`src/rtl/axi_w_downsizer.sv`:
```
// Wide-to-narrow AXI W converter: queues write commands and slices each wide beat
// into narrow lanes chosen by address and size. Emits its own s_wlast_o.
module axi_w_downsizer_fifo #(
   parameter int WIDTH = 8,
   parameter int DEPTH = 4
) (
   input  logic             aclk,
   input  logic             arst_n,
   input  logic             push_i,
   input  logic [WIDTH-1:0] wdata_i,
   input  logic             pop_i,
   output logic [WIDTH-1:0] rdata_o,
   output logic             full_o,
   output logic             empty_o
);
   localparam int PTR_W = (DEPTH > 1) ? $clog2(DEPTH) : 1;
   localparam int CNT_W = $clog2(DEPTH) + 1;

   logic [WIDTH-1:0] mem_q [DEPTH];
   logic [PTR_W-1:0] wr_ptr_q;
   logic [PTR_W-1:0] rd_ptr_q;
   logic [CNT_W-1:0] count_q;
   logic [CNT_W-1:0] count_d;
   logic             full_q;
   logic             empty_q;
   logic             do_push;
   logic             do_pop;

   // Ready is the registered full flag only, so a full FIFO refuses a push even when popped.
   assign do_push = push_i && !full_q;
   assign do_pop  = pop_i && !empty_q;

   always_comb begin
      count_d = count_q;
      case ({do_push, do_pop})
         2'b10:   count_d = count_q + CNT_W'(1);
         2'b01:   count_d = count_q - CNT_W'(1);
         default: count_d = count_q;
      endcase
   end

   always_ff @(posedge aclk or negedge arst_n) begin
      if (!arst_n) begin
         for (int i = 0; i < DEPTH; i++) begin
            mem_q[i] <= '0;
         end
         wr_ptr_q <= '0;
         rd_ptr_q <= '0;
         count_q  <= '0;
         full_q   <= 1'b0;
         empty_q  <= 1'b1;
      end else begin
         if (do_push) begin
            mem_q[wr_ptr_q] <= wdata_i;
            wr_ptr_q        <= wr_ptr_q + PTR_W'(1);
         end
         if (do_pop) begin
            rd_ptr_q <= rd_ptr_q + PTR_W'(1);
         end
         count_q <= count_d;
         full_q  <= (count_d == CNT_W'(DEPTH));
         empty_q <= (count_d == '0);
      end
   end

   assign rdata_o = mem_q[rd_ptr_q];
   assign full_o  = full_q;
   assign empty_o = empty_q;
endmodule

module axi_w_downsizer #(
   parameter int M_DATA_WIDTH = 128,
   parameter int S_DATA_WIDTH = 32,
   parameter int ADDR_WIDTH   = 32,
   parameter int LEN_WIDTH    = 8,
   parameter int SIZE_WIDTH   = 3,
   parameter int CMD_DEPTH    = 4
) (
   input  logic                      aclk,
   input  logic                      arst_n,
   input  logic                      cmd_valid_i,
   output logic                      cmd_ready_o,
   input  logic [ADDR_WIDTH-1:0]     cmd_addr_i,
   input  logic [LEN_WIDTH-1:0]      cmd_len_i,
   input  logic [SIZE_WIDTH-1:0]     cmd_size_i,
   input  logic [M_DATA_WIDTH-1:0]   m_wdata_i,
   input  logic [M_DATA_WIDTH/8-1:0] m_wstrb_i,
   input  logic                      m_wlast_i,
   input  logic                      m_wvalid_i,
   output logic                      m_wready_o,
   output logic [S_DATA_WIDTH-1:0]   s_wdata_o,
   output logic [S_DATA_WIDTH/8-1:0] s_wstrb_o,
   output logic                      s_wlast_o,
   output logic                      s_wvalid_o,
   input  logic                      s_wready_i,
   output logic                      err_wlast_o
);
   localparam int MB     = M_DATA_WIDTH / 8;
   localparam int SB     = S_DATA_WIDTH / 8;
   localparam int R      = MB / SB;
   localparam int LOG_MB = $clog2(MB);
   localparam int LOG_SB = $clog2(SB);
   localparam int OFF_W  = LOG_MB + 1;
   localparam int LANE_W = (R > 1) ? $clog2(R) : 1;

   typedef enum logic [1:0] {IDLE, ACTIVE, EMIT} state_t;

   typedef struct packed {
      logic [OFF_W-1:0]      off;
      logic [LEN_WIDTH-1:0]  len;
      logic [SIZE_WIDTH-1:0] size;
   } cmd_t;

   function automatic logic [LANE_W-1:0] lane_of(input logic [OFF_W-1:0] off);
      return LANE_W'(off >> LOG_SB);
   endfunction

   cmd_t                    cmd_in;
   cmd_t                    cmd_head;
   logic                    fifo_full;
   logic                    fifo_empty;
   logic                    pop;
   logic                    unused_addr_hi;

   state_t                  state_q;
   logic [LEN_WIDTH-1:0]    beat_cnt_q;
   logic [OFF_W-1:0]        beat_off_q;
   logic [SIZE_WIDTH-1:0]   size_q;
   logic [LANE_W-1:0]       lane_q;
   logic [M_DATA_WIDTH-1:0] hold_data_q;
   logic [MB-1:0]           hold_strb_q;
   logic                    err_wlast_q;

   logic [OFF_W-1:0]        bytes;
   logic [OFF_W-1:0]        aligned;
   logic [OFF_W-1:0]        end_off;
   logic [OFF_W-1:0]        next_off;
   logic [LANE_W-1:0]       end_lane;
   logic                    last_narrow;
   logic                    accept;
   logic                    acc_final;

   assign unused_addr_hi = ^cmd_addr_i[ADDR_WIDTH-1:OFF_W];

   always_comb begin
      cmd_in      = '0;
      cmd_in.off  = cmd_addr_i[OFF_W-1:0] & OFF_W'(MB - 1);
      cmd_in.len  = cmd_len_i;
      cmd_in.size = (cmd_size_i > SIZE_WIDTH'(LOG_MB)) ? SIZE_WIDTH'(LOG_MB) : cmd_size_i;
   end

   axi_w_downsizer_fifo #(
      .WIDTH($bits(cmd_t)),
      .DEPTH(CMD_DEPTH)
   ) u_cmd_fifo (
      .aclk    (aclk),
      .arst_n  (arst_n),
      .push_i  (cmd_valid_i),
      .wdata_i (cmd_in),
      .pop_i   (pop),
      .rdata_o (cmd_head),
      .full_o  (fifo_full),
      .empty_o (fifo_empty)
   );

   assign cmd_ready_o = !fifo_full;
   assign pop         = (state_q == IDLE) && !fifo_empty;

   // Sub-lane sizes give one narrow beat per wide beat; wider sizes walk the aligned group.
   always_comb begin
      bytes    = OFF_W'(1) << size_q;
      aligned  = beat_off_q & ~(bytes - OFF_W'(1));
      next_off = (aligned + bytes) & OFF_W'(MB - 1);
      end_off  = (size_q >= SIZE_WIDTH'(LOG_SB)) ? (aligned + bytes - OFF_W'(1)) : beat_off_q;
      end_lane = lane_of(end_off);
   end

   assign last_narrow = (lane_q == end_lane);

   // Chained accept on the closing narrow beat keeps the narrow side busy every cycle.
   assign m_wready_o = (state_q == ACTIVE) ||
                       ((state_q == EMIT) && s_wready_i && last_narrow && (beat_cnt_q != '0));
   assign accept     = m_wvalid_i && m_wready_o;
   assign acc_final  = (state_q == ACTIVE) ? (beat_cnt_q == '0) : (beat_cnt_q == LEN_WIDTH'(1));

   always_ff @(posedge aclk or negedge arst_n) begin
      if (!arst_n) begin
         state_q     <= IDLE;
         beat_cnt_q  <= '0;
         beat_off_q  <= '0;
         size_q      <= '0;
         lane_q      <= '0;
         hold_data_q <= '0;
         hold_strb_q <= '0;
         err_wlast_q <= 1'b0;
      end else begin
         err_wlast_q <= accept && (m_wlast_i != acc_final);
         if (accept) begin
            hold_data_q <= m_wdata_i;
            hold_strb_q <= m_wstrb_i;
         end
         case (state_q)
            IDLE: begin
               if (pop) begin
                  beat_cnt_q <= cmd_head.len;
                  beat_off_q <= cmd_head.off;
                  size_q     <= cmd_head.size;
                  state_q    <= ACTIVE;
               end
            end
            ACTIVE: begin
               if (accept) begin
                  lane_q  <= lane_of(beat_off_q);
                  state_q <= EMIT;
               end
            end
            EMIT: begin
               if (s_wready_i) begin
                  if (!last_narrow) begin
                     lane_q <= lane_q + LANE_W'(1);
                  end else if (beat_cnt_q == '0) begin
                     state_q <= IDLE;
                  end else begin
                     beat_cnt_q <= beat_cnt_q - LEN_WIDTH'(1);
                     beat_off_q <= next_off;
                     if (accept) begin
                        lane_q <= lane_of(next_off);
                     end else begin
                        state_q <= ACTIVE;
                     end
                  end
               end
            end
            default: state_q <= IDLE;
         endcase
      end
   end

   always_comb begin
      s_wdata_o = hold_data_q[int'(lane_q) * S_DATA_WIDTH +: S_DATA_WIDTH];
      s_wstrb_o = hold_strb_q[int'(lane_q) * SB +: SB];
   end

   assign s_wvalid_o  = (state_q == EMIT);
   assign s_wlast_o   = (state_q == EMIT) && last_narrow && (beat_cnt_q == '0);
   assign err_wlast_o = err_wlast_q;
endmodule
```
`config.mk`:
```
export PLATFORM = sky130hd
export DESIGN_NAME = axi_w_downsizer
export DESIGN_NICKNAME = d
export VERILOG_FILES = /design/src/rtl/axi_w_downsizer.sv
export SDC_FILE = /design/constraint.sdc
export NUM_CORES = 1
export LEC_CHECK = 0
export CAP_MARGIN = 20
export CORE_AREA = 2 2 159 161
export CTS_BUF_LIST = sky130_fd_sc_hd__clkbuf_4
export CTS_CLUSTER_DIAMETER = 150
export DETAILED_ROUTE_END_ITERATION = 7
export DIE_AREA = 0 0 161 163
export PLACE_DENSITY = 0.82
export RECOVER_POWER = 50
export SYNTH_ARGS = -nofsm -noshare
export SYNTH_HDL_FRONTEND = slang
export SYNTH_SLANG_ARGS = --single-unit
```
`constraint.sdc`:
```
create_clock -name aclk -period 5.31 [get_ports aclk]
set_clock_uncertainty 0.15 [all_clocks]
set_input_delay 1.062 -clock aclk [delete_from_list [all_inputs] [get_ports aclk]]
set_output_delay 1.062 -clock aclk [all_outputs]
set_load 0.03 [all_outputs]
```
# [Yosys cells after proc, flatten, opt, wreduce, memory -nomap -nowiden]
# Index checks and enable logic that the tools add are counted.
[word_totals] reg_bits=237 output_inout_bits=41 elab_cells=111 in_bits=193
[classes] n_reduce_logical=24 n_shift=3 n_eq_ne=16 magnitude_cmp=5 mux=33 add_sub_neg=9 bitwise_logic=4
[ops] op="$shiftx 128x8->32" n=1
[ops] op="$bwmux 64" n=1
[ops] op="$bmux 16 s2" n=1
[ops] op="$demux 16 s2" n=1
[ops] op="$mux 8" n=4
[ops] op="$mux 15" n=2
[ops] op="$mux 2" n=11
[ops] op="$mux 4" n=5
[ops] op="$mux 16" n=1
[ops] op="$pmux 8 s2" n=1
[ops] op="$shiftx 16x5->4" n=1
[ops] op="$reduce_and 5->1" n=3
[ops] op="$logic_and 1x1->1" n=11
[ops] op="$eq 8x1->1 const B" n=1
[ops] op="$logic_not 8->1" n=1
[ops] op="$pmux 4 s2" n=1
[ops] op="$reduce_bool 8->1" n=1
[ops] op="$sub 4x1->4 const B" n=2
[ops] op="$sub 8x1->8 const B" n=1
[ops] op="$add 2x1->2 const B" n=3
[ops] op="$ge 3x3->1 const B" n=2
[ops] op="$ne 2x1->1 const B" n=3
[ops] op="$ne 3x2->1 const B" n=2
[ops] op="$not 2->3" n=2
[ops] op="27 further kinds" n=32

# [Depth between registers and ports, before layout]
# Gate-level depths: netlist of run 1.
[depth] ltp_word=17 ltp_mapped=17 ltp_nobuf=12

# [By module]
# From an unflattened synthesis of run 1, not the netlist that was laid out.
[unflattened] hier_cells=757 area_unflattened_um2=12009.0
[modules_own_cells] mod="axi_w_downsizer" cells_each=558 area_each_um2=8450.6 instances=1 seq_area_each_um2=4103.9
[modules_own_cells] mod="axi_w_downsizer_fifo" cells_each=199 area_each_um2=3558.4 instances=1 seq_area_each_um2=1828.0

# [Worst setup path before layout of run 1]
# OpenSTA, ideal clock, no wires.
[synth_timing] path_type="register to output" startpoint="register size_q[1]" endpoint="output port s_wlast_o" slack_ps=496 path_stages_with_launch=14 arrival_time_ps=3602 t_required_ps=4098 n_path_buf=2 cell_sequence="dfrtp_1 > buf_6 > or2_2 > clkbuf_1 > nor3b_1 > ha_1 > nor2_1 > o311a_1 > o2111a_1 > a21o_1 > a221oi_4 > xor2_2 > nand2_1 > nor3_1"
[synth_via] elab_chain_len=10 elab_cells_between_ends=11 classes_between="add/sub (3); order compare (1); eq/ne (1); shift (1); mux (1); bitwise (2); reduce/logical (2)"
[synth_rtl] item="start: declaration" line="128" text="logic [SIZE_WIDTH-1:0] size_q;"
[synth_rtl] item="start signal: assignment" line="207" text="size_q <= cmd_head.size;"
[synth_rtl] item="$shl 1x3->4" line="171" text="bytes = OFF_W'(1) << size_q;"
[synth_rtl] item="$sub 4x1->4" line="172" text="aligned = beat_off_q & ~(bytes - OFF_W'(1));"
[synth_rtl] item="$not 4->4" line="172"
[synth_rtl] item="$and 4x4->4" line="172"
[synth_rtl] item="$add 4x4->4" line="174" text="end_off = (size_q >= SIZE_WIDTH'(LOG_SB)) ? (aligned + bytes - OFF_W'(1)) : beat_off_q;"
[synth_rtl] item="$sub 4x1->4" line="174"
[synth_rtl] item="$mux 4 *" line="174"
[synth_rtl] item="$eq 2x2->1 *" line="178" text="assign last_narrow = (lane_q == end_lane);"
[synth_rtl] item="$logic_and 1x1->1 * (2 in a row)" line="245" text="assign s_wlast_o = (state_q == EMIT) && last_narrow && (beat_cnt_q == '0);"
[synth_rtl] item="end: declaration" line="93" text="output logic s_wlast_o,"
# Every way passes the cells marked *; elsewhere a longest branch is shown, timed or not.

# [Worst setup path in the final report of run 1]
[layout_timing] startpoint="register size_q[2]" endpoint="output port s_wlast_o"
# The elaborated chain is that of the path after synthesis.

==> impl_metrics.tcl, run 1 <==
set metrics [dict create \
    synth.cell_area_mm2 0.0109 \
    via_per_inst 5.25 \
    whs_ps 323 \
    synthToLayoutAreaGrowth_pct 29.5 \
    ir_worst_vdd_mv 0.349 \
    synth_flop_cell "dfrtp_1" \
    synth.area.top_cells "dfrtp_1, mux2_2, mux4_2" \
    portBuffers 205 \
    coreArea_mm2 0.0247 \
    tritoncts "yes" \
    rsz0062_at_grt "no" \
    tns_ps 0 \
    reg2reg_depth 13 \
    power_leakage_nw 5.91 \
    grt_pass1_wl_mm 39.5 \
    hold_viol_final 0 \
    crit_fanout 7 \
    clk_latency_ps 660 \
    period_share_pct 94.5 \
    fmaxAchievable_ghz 0.199 \
    num_vias 7029 \
    cts_max_level 3 \
    drtPass1Iterations 4 \
    die_area_mm2 0.0262 \
    timing.rr.end "hold_data_q[50]" \
    synth_top_cell_by_area "dfrtp_1" \
    ys_warn_count 0 \
    cts_root_buf "clkbuf_4" \
    track_usage_pct 19.2 \
    power_density_mw_per_mm2 666 \
    wl_per_cell_um 18.6 \
    cp-start-kind "flop" \
    ios 234 \
    violations "capacitance limit, slew limit" \
    min_path_type "flop to flop" \
    power_mw 9.37 \
    die_w_um 161 \
    cts_sinks 233 \
    grt_max_degree 126 \
    drtAntennaViolNets 0 \
    routabilityCongestion 0.767 \
    synth-edff-count 0 \
    dieHeight_um 163 \
    post-place-cells 1232 \
    synth_top_area_share_pct 53.4 \
    crit_type "flop to output port" \
    report.final.slew_viol_count 126 \
    crit_path_end_kind "output port" \
    ys_types 59 \
    drt-initial-drc-count 380 \
    status "complete, but fails checks" \
    worstPathArrival_ps 3810 \
    holdPathEnd "u_cmd_fifo.count_q[2]" \
    fin_cells 1339 \
    overflow 0 \
    layout.nets 1176 \
    avgSynthCellArea_um2 15.1 \
    ff2ff_setup_slack_ps 910 \
    drc_errors 0 \
    maxSlewHeadroom_pct -107 \
    core.rowCount 58 \
    synth_cells 721 \
    worstReg2RegStart "size_q[2]" \
    period_minus_slack_ps 5020 \
    holdCritStartpoint "u_cmd_fifo.count_q[2]" \
    finalSetupViolations 0 \
    drive_gt1_share_pct 37.7 \
    cts_made_buffers 67 \
    dp_hpwl_mm 17.1 \
    ctsHoldBuffers 0 \
    whs_path_depth 1 \
    drt_wl_total_mm 25.0 \
    worst_slew_pin_slew_ps 3100 \
    synth_seq_cells 233 \
    antenna_found_initial 2 \
    initial_core_util_pct 44.0 \
    worst_ep_required_time_ps 4100 \
    ys_seq_area_share_pct 53.7 \
    maxCapViolCount 1 \
    clkTransAtPathRegs_ps 60 \
    synth_nets 923 \
    async_flop_share_pct 100 \
    cts_buffer_depth 3 \
    grt_pass1_vias 7572 \
]
==> registers in the layout (all words and copies together), names as in the netlist <==
name and count:
hold_data_q 128, u_cmd_fifo.mem_q 60, hold_strb_q 16, beat_cnt_q 8, beat_off_q 4, size_q 3
u_cmd_fifo.count_q 3, lane_q 2, state_q 2, u_cmd_fifo.rd_ptr_q 2, u_cmd_fifo.wr_ptr_q 2, err_wlast_o 1
u_cmd_fifo.empty_o 1, u_cmd_fifo.full_o 1
==> critical path: stages, from the launching register on <==
cell and delay [ps]:
dfrtp_1 430, or2_4 310, nor3b_2 190, ha_2 250
nor2_1 50, o311a_1 380, o2111a_1 270, a21o_1 180
a221oi_4 340, xor2_2 230, nand2_1 120, nor3_1 180
buf_2 240
==> synthesized netlist by cell type (2+ instances only) <==
cell,number
a21o_1,4
a21oi_1,19
a31o_2,2
a31oi_1,3
and2_1,2
and3_1,2
and3b_1,2
buf_1,7
buf_12,5
buf_4,10
clkbuf_1,18
dfrtp_1,232
ha_1,8
inv_1,15
mux2_1,13
mux2_2,152
mux2_4,36
mux2i_1,3
mux4_2,51
nand2_1,38
nand2b_1,5
nand3_1,6
nor2_1,14
nor2b_1,5
nor3_1,2
o211ai_1,2
o21ai_0,19
o22ai_1,2
o32ai_1,2
or2_2,3
or3_1,4
xnor2_1,5
xor2_1,4
==> cells by family after synthesis <==
kind of cell / count (synthesis) / synth area share [%]
compound gates: 68 / 4.19
xor+xnor: 10 / 0.875
fa+ha+maj: 9 / 1.11
buf+inv: 57 / 3.24
flops: 233 / 53.7
mux: 255 / 32.9
simple gates: 89 / 3.97
==> cell usage in the layout (no fill, tap or decap), drive strengths merged, types with 5 or more instances in the layout <==
| cell | count |
|---|---|
| o21ai | 19 |
| nand3 | 7 |
| nor2 | 14 |
| nand2b | 5 |
| clkinv | 6 |
| mux2 | 201 |
| nor2b | 5 |
| clkbuf | 99 |
| xor2 | 5 |
| clkdlybuf4s50 | 201 |
| buf | 19 |
| ha | 8 |
| nand2 | 38 |
| mux4 | 51 |
| a21oi | 19 |
| dfrtp | 232 |
| inv | 15 |
| xnor2 | 5 |
==> cell type report <==
class / instances / area, um2
Multi-Input combinational cell: 431 / 4700
Antenna cell: 1 / 2.50
Fill cell: 1933 / 10600
Clock inverter: 9 / 82.6
Timing Repair Buffer: 226 / 2260
Sequential cell: 233 / 5830
Clock buffer: 94 / 706
Inverter: 15 / 56.3
Tap cell: 330 / 413
==> power breakdown <==
group	leakage, nW	switching, mW	total, mW	internal [mW]
combinational	2.68	2.03	4.53	2.50
clock	0.471	0.729	1.59	0.857
sequential	2.76	0.559	3.25	2.69
total	5.91	3.32	9.37	6.05
==> worst max path at each step <==
stage	start	to	slack [ps]	cells after the start
2_1_floorplan	size_q[1]	s_wlast_o	500	13
3_3_place_gp	size_q[2]	s_wlast_o	290	12
3_5_place_dp	size_q[2]	s_wlast_o	240	12
4_1_cts	size_q[2]	m_wready_o	20	12
5_1_grt	size_q[2]	s_wlast_o	20	12
6_report	size_q[2]	s_wlast_o	290	12
==> per-layer routing <==
layer / global-route usage (%) / wire length [um] / share of wire, % / vias to the layer above
met5: 0 / 0 / 0 / -
met4: 6.98 / 567 / 2.3 / 0
met3: 6.04 / 2110 / 8.5 / 51
met2: 32.1 / 12300 / 49 / 245
met1: 23.5 / 10000 / 40 / 3554
li1: - / - / - / 3179
==> stage by stage <==
stage / utilization (%) / setup slack, ps / instance area (um2)
after CTS: 57.0 / 24.5 / 14100
after global placement: 53.7 / 285 / 13300
after global routing: 57.0 / 16.9 / 14100
after detailed placement: 53.7 / 238 / 13300
after floorplan: - / 496 / 10900
final: 57.0 / 290 / 14100
==> repair_timing <==
item / CTS / global route
pin swaps: 0 / 2
hold endpoints to repair: 0 / 0
setup endpoints to repair: 2 / 2
resized for setup: 10 / 5
buffers inserted: 1 / 1
No activity file was read; power rests on OpenSTA's default activity.
==> run 2: changes to the inputs <==
--- a/constraint.sdc
+++ b/constraint.sdc
@@ -3,3 +3,3 @@
 set_input_delay 1.062 -clock aclk [delete_from_list [all_inputs] [get_ports aclk]]
 set_output_delay 1.062 -clock aclk [all_outputs]
-set_load 0.03 [all_outputs]
+set_load 0.005 [all_outputs]
==> run 2 against run 1 <==
Net effect: the run still ends with capacitance limit, slew limit left; power decreased by 6.8%; count of clock-buffer cells in the layout decreased by 4; combinational power decreased by 12%; register-to-register slack improved by 40 ps; final area decreased by 0.47%; first-iteration DRC count decreased by 0.79%.
==> impl_metrics.tcl, run 2 (synthesis results as in run 1) <==
set metrics [dict create \
    status "complete, but fails checks" \
    violations "capacitance limit, slew limit" \
    cp-endpoint "s_wlast_o" \
    drt-initial-drc-count 377 \
    via_per_inst 5.18 \
    crit_path_end_kind "output port" \
    fmaxAchievable_ghz 0.199 \
    ctsHoldBuffers 0 \
    cts_max_level 2 \
    rsz0062_at_grt "no" \
    finalSetupViolations 0 \
    clk_latency_ps 660 \
    final_common_cell "dfrtp_1" \
    holdCritStartpoint "hold_data_q[97]" \
    portBuffers 205 \
    routabilityCongestion 0.766 \
    reg_top3 "hold_data_q x128, u_cmd_fifo.mem_q x60, hold_strb_q x16" \
    drive_gt1_share_pct 37.4 \
    hold_viol_final 0 \
    crit_fanout 8 \
    cts_made_buffers 61 \
    drc_errors 0 \
    initial_core_util_pct 44.0 \
    coreArea_mm2 0.0247 \
    power_leakage_nw 5.89 \
    die_w_um 161 \
    layout_common_cells "dfrtp_1, clkdlybuf4s50_1, mux2_2, clkbuf_4, mux4_2" \
    num_vias 6934 \
    ir_worst_vdd_mv 0.333 \
    antenna_found_initial 2 \
    maxSlewHeadroom_pct -42.4 \
    die_area_mm2 0.0262 \
    overflow 0 \
    worst_ep_required_time_ps 4100 \
    synthToLayoutAreaGrowth_pct 28.8 \
    drt_wl_total_mm 24.6 \
    cp-start-kind "flop" \
    grt_pass1_wl_mm 39.3 \
    min_path_type "flop to flop" \
    period_minus_slack_ps 5030 \
    dieHeight_um 163 \
    fill_cells 1980 \
    crit_type "flop to output port" \
    largest_reg_flops 128 \
    crit_start "size_q[0]" \
    cts_buffer_depth 3 \
    period_share_pct 94.7 \
    cts_root_buf "clkbuf_4" \
    regMostFlops "hold_data_q" \
    reg2reg_depth 15 \
    maxCapViolCount 2 \
    report.final.slew_viol_count 182 \
    grt_max_degree 140 \
    finish.utilization_pct 56.7 \
    grt_pass1_vias 7528 \
    drtAntennaViolNets 0 \
    ios 234 \
    tns_ps 0 \
    worstPathArrival_ps 3820 \
    wl_per_cell_um 18.4 \
    drtPass1Iterations 5 \
    worst_slew_pin_slew_ps 2140 \
    dp_hpwl_mm 16.9 \
    core.rowCount 58 \
    timing.rr.end "hold_strb_q[14]" \
    clkTransAtPathRegs_ps 60 \
    tritoncts "yes" \
    track_usage_pct 18.9 \
    power_density_mw_per_mm2 624 \
    worstReg2RegStart "size_q[0]" \
    layout.nets 1171 \
    ff2ff_setup_slack_ps 950 \
    cts_sinks 233 \
]
[run 2: stage by stage]
stage          hold WS (ps)  instance area [um2]  worst slack [ps]  power [mW]  cells
6_report                329                14000               282        8.73   1338
2_1_floorplan           295                10900               993        5.93    721
4_1_cts                69.0                14000              22.3        8.79   1333
3_5_place_dp            320                13200               316        7.21   1226
5_1_grt                 344                14000              24.2        9.35   1337
3_3_place_gp            307                13200               411        7.04   1226
[run 2: worst min path at each step]
stage | end | slack (ps) | cells after the start
2_1_floorplan | u_cmd_fifo.mem_q[16] | 290 | 2
3_3_place_gp | u_cmd_fifo.mem_q[32] | 310 | 2
3_5_place_dp | hold_data_q[97] | 320 | 1
4_1_cts | hold_data_q[57] | 70 | 1
5_1_grt | hold_data_q[87] | 340 | 1
6_report | hold_data_q[97] | 330 | 1
[run 2: repair_timing]
item,in CTS,in global routing
setup buffers,6,3
pin swaps,2,5
hold endpoints to repair,0,0
setup endpoints to repair,2,2
gates resized for setup,7,7
[run 2: metal layers]
layer / wire length, um / up-vias / global-route usage, %
met4: 458 / 0 / 5.76
met5: 0 / - / 0
li1: - / 3175 / -
met3: 1830 / 39 / 5.09
met2: 11800 / 246 / 31.1
met1: 10400 / 3474 / 24.6
[run 2: worst max-delay path: stages (launching register included)]
cell,delay (ps)
dfrtp_2,470
xnor2_2,150
nor2_1,70
ha_2,210
buf_4,140
and3b_1,170
o311a_1,380
o2111a_1,260
a21o_1,180
a221oi_4,320
xor2_2,210
buf_4,140
nand2_1,90
nor3_2,200
clkbuf_2,160
[run 2: area by class of cell]
type / instances / area (um2) / area share, %
Timing Repair Buffer: 227 / 2250 / 16.1
Clock buffer: 90 / 676 / 4.83
Sequential cell: 233 / 5840 / 41.7
Inverter: 15 / 56.3 / 0.402
Tap cell: 330 / 413 / 2.95
Multi-Input combinational cell: 431 / 4720 / 33.7
Antenna cell: 1 / 2.50 / 0.0179
Clock inverter: 11 / 47.5 / 0.340
[run 2: power by group]
group	switching, mW	internal (mW)
logic	1.50	2.49
registers	0.578	2.69
clock network	0.704	0.765
total	2.78	5.95
==> run 3: changes to the inputs <==
- HOLD_SLACK_MARGIN: not set -> 0.05
==> results of run 3 <==
Final layout, timing and power as in run 2 (identical DEF).
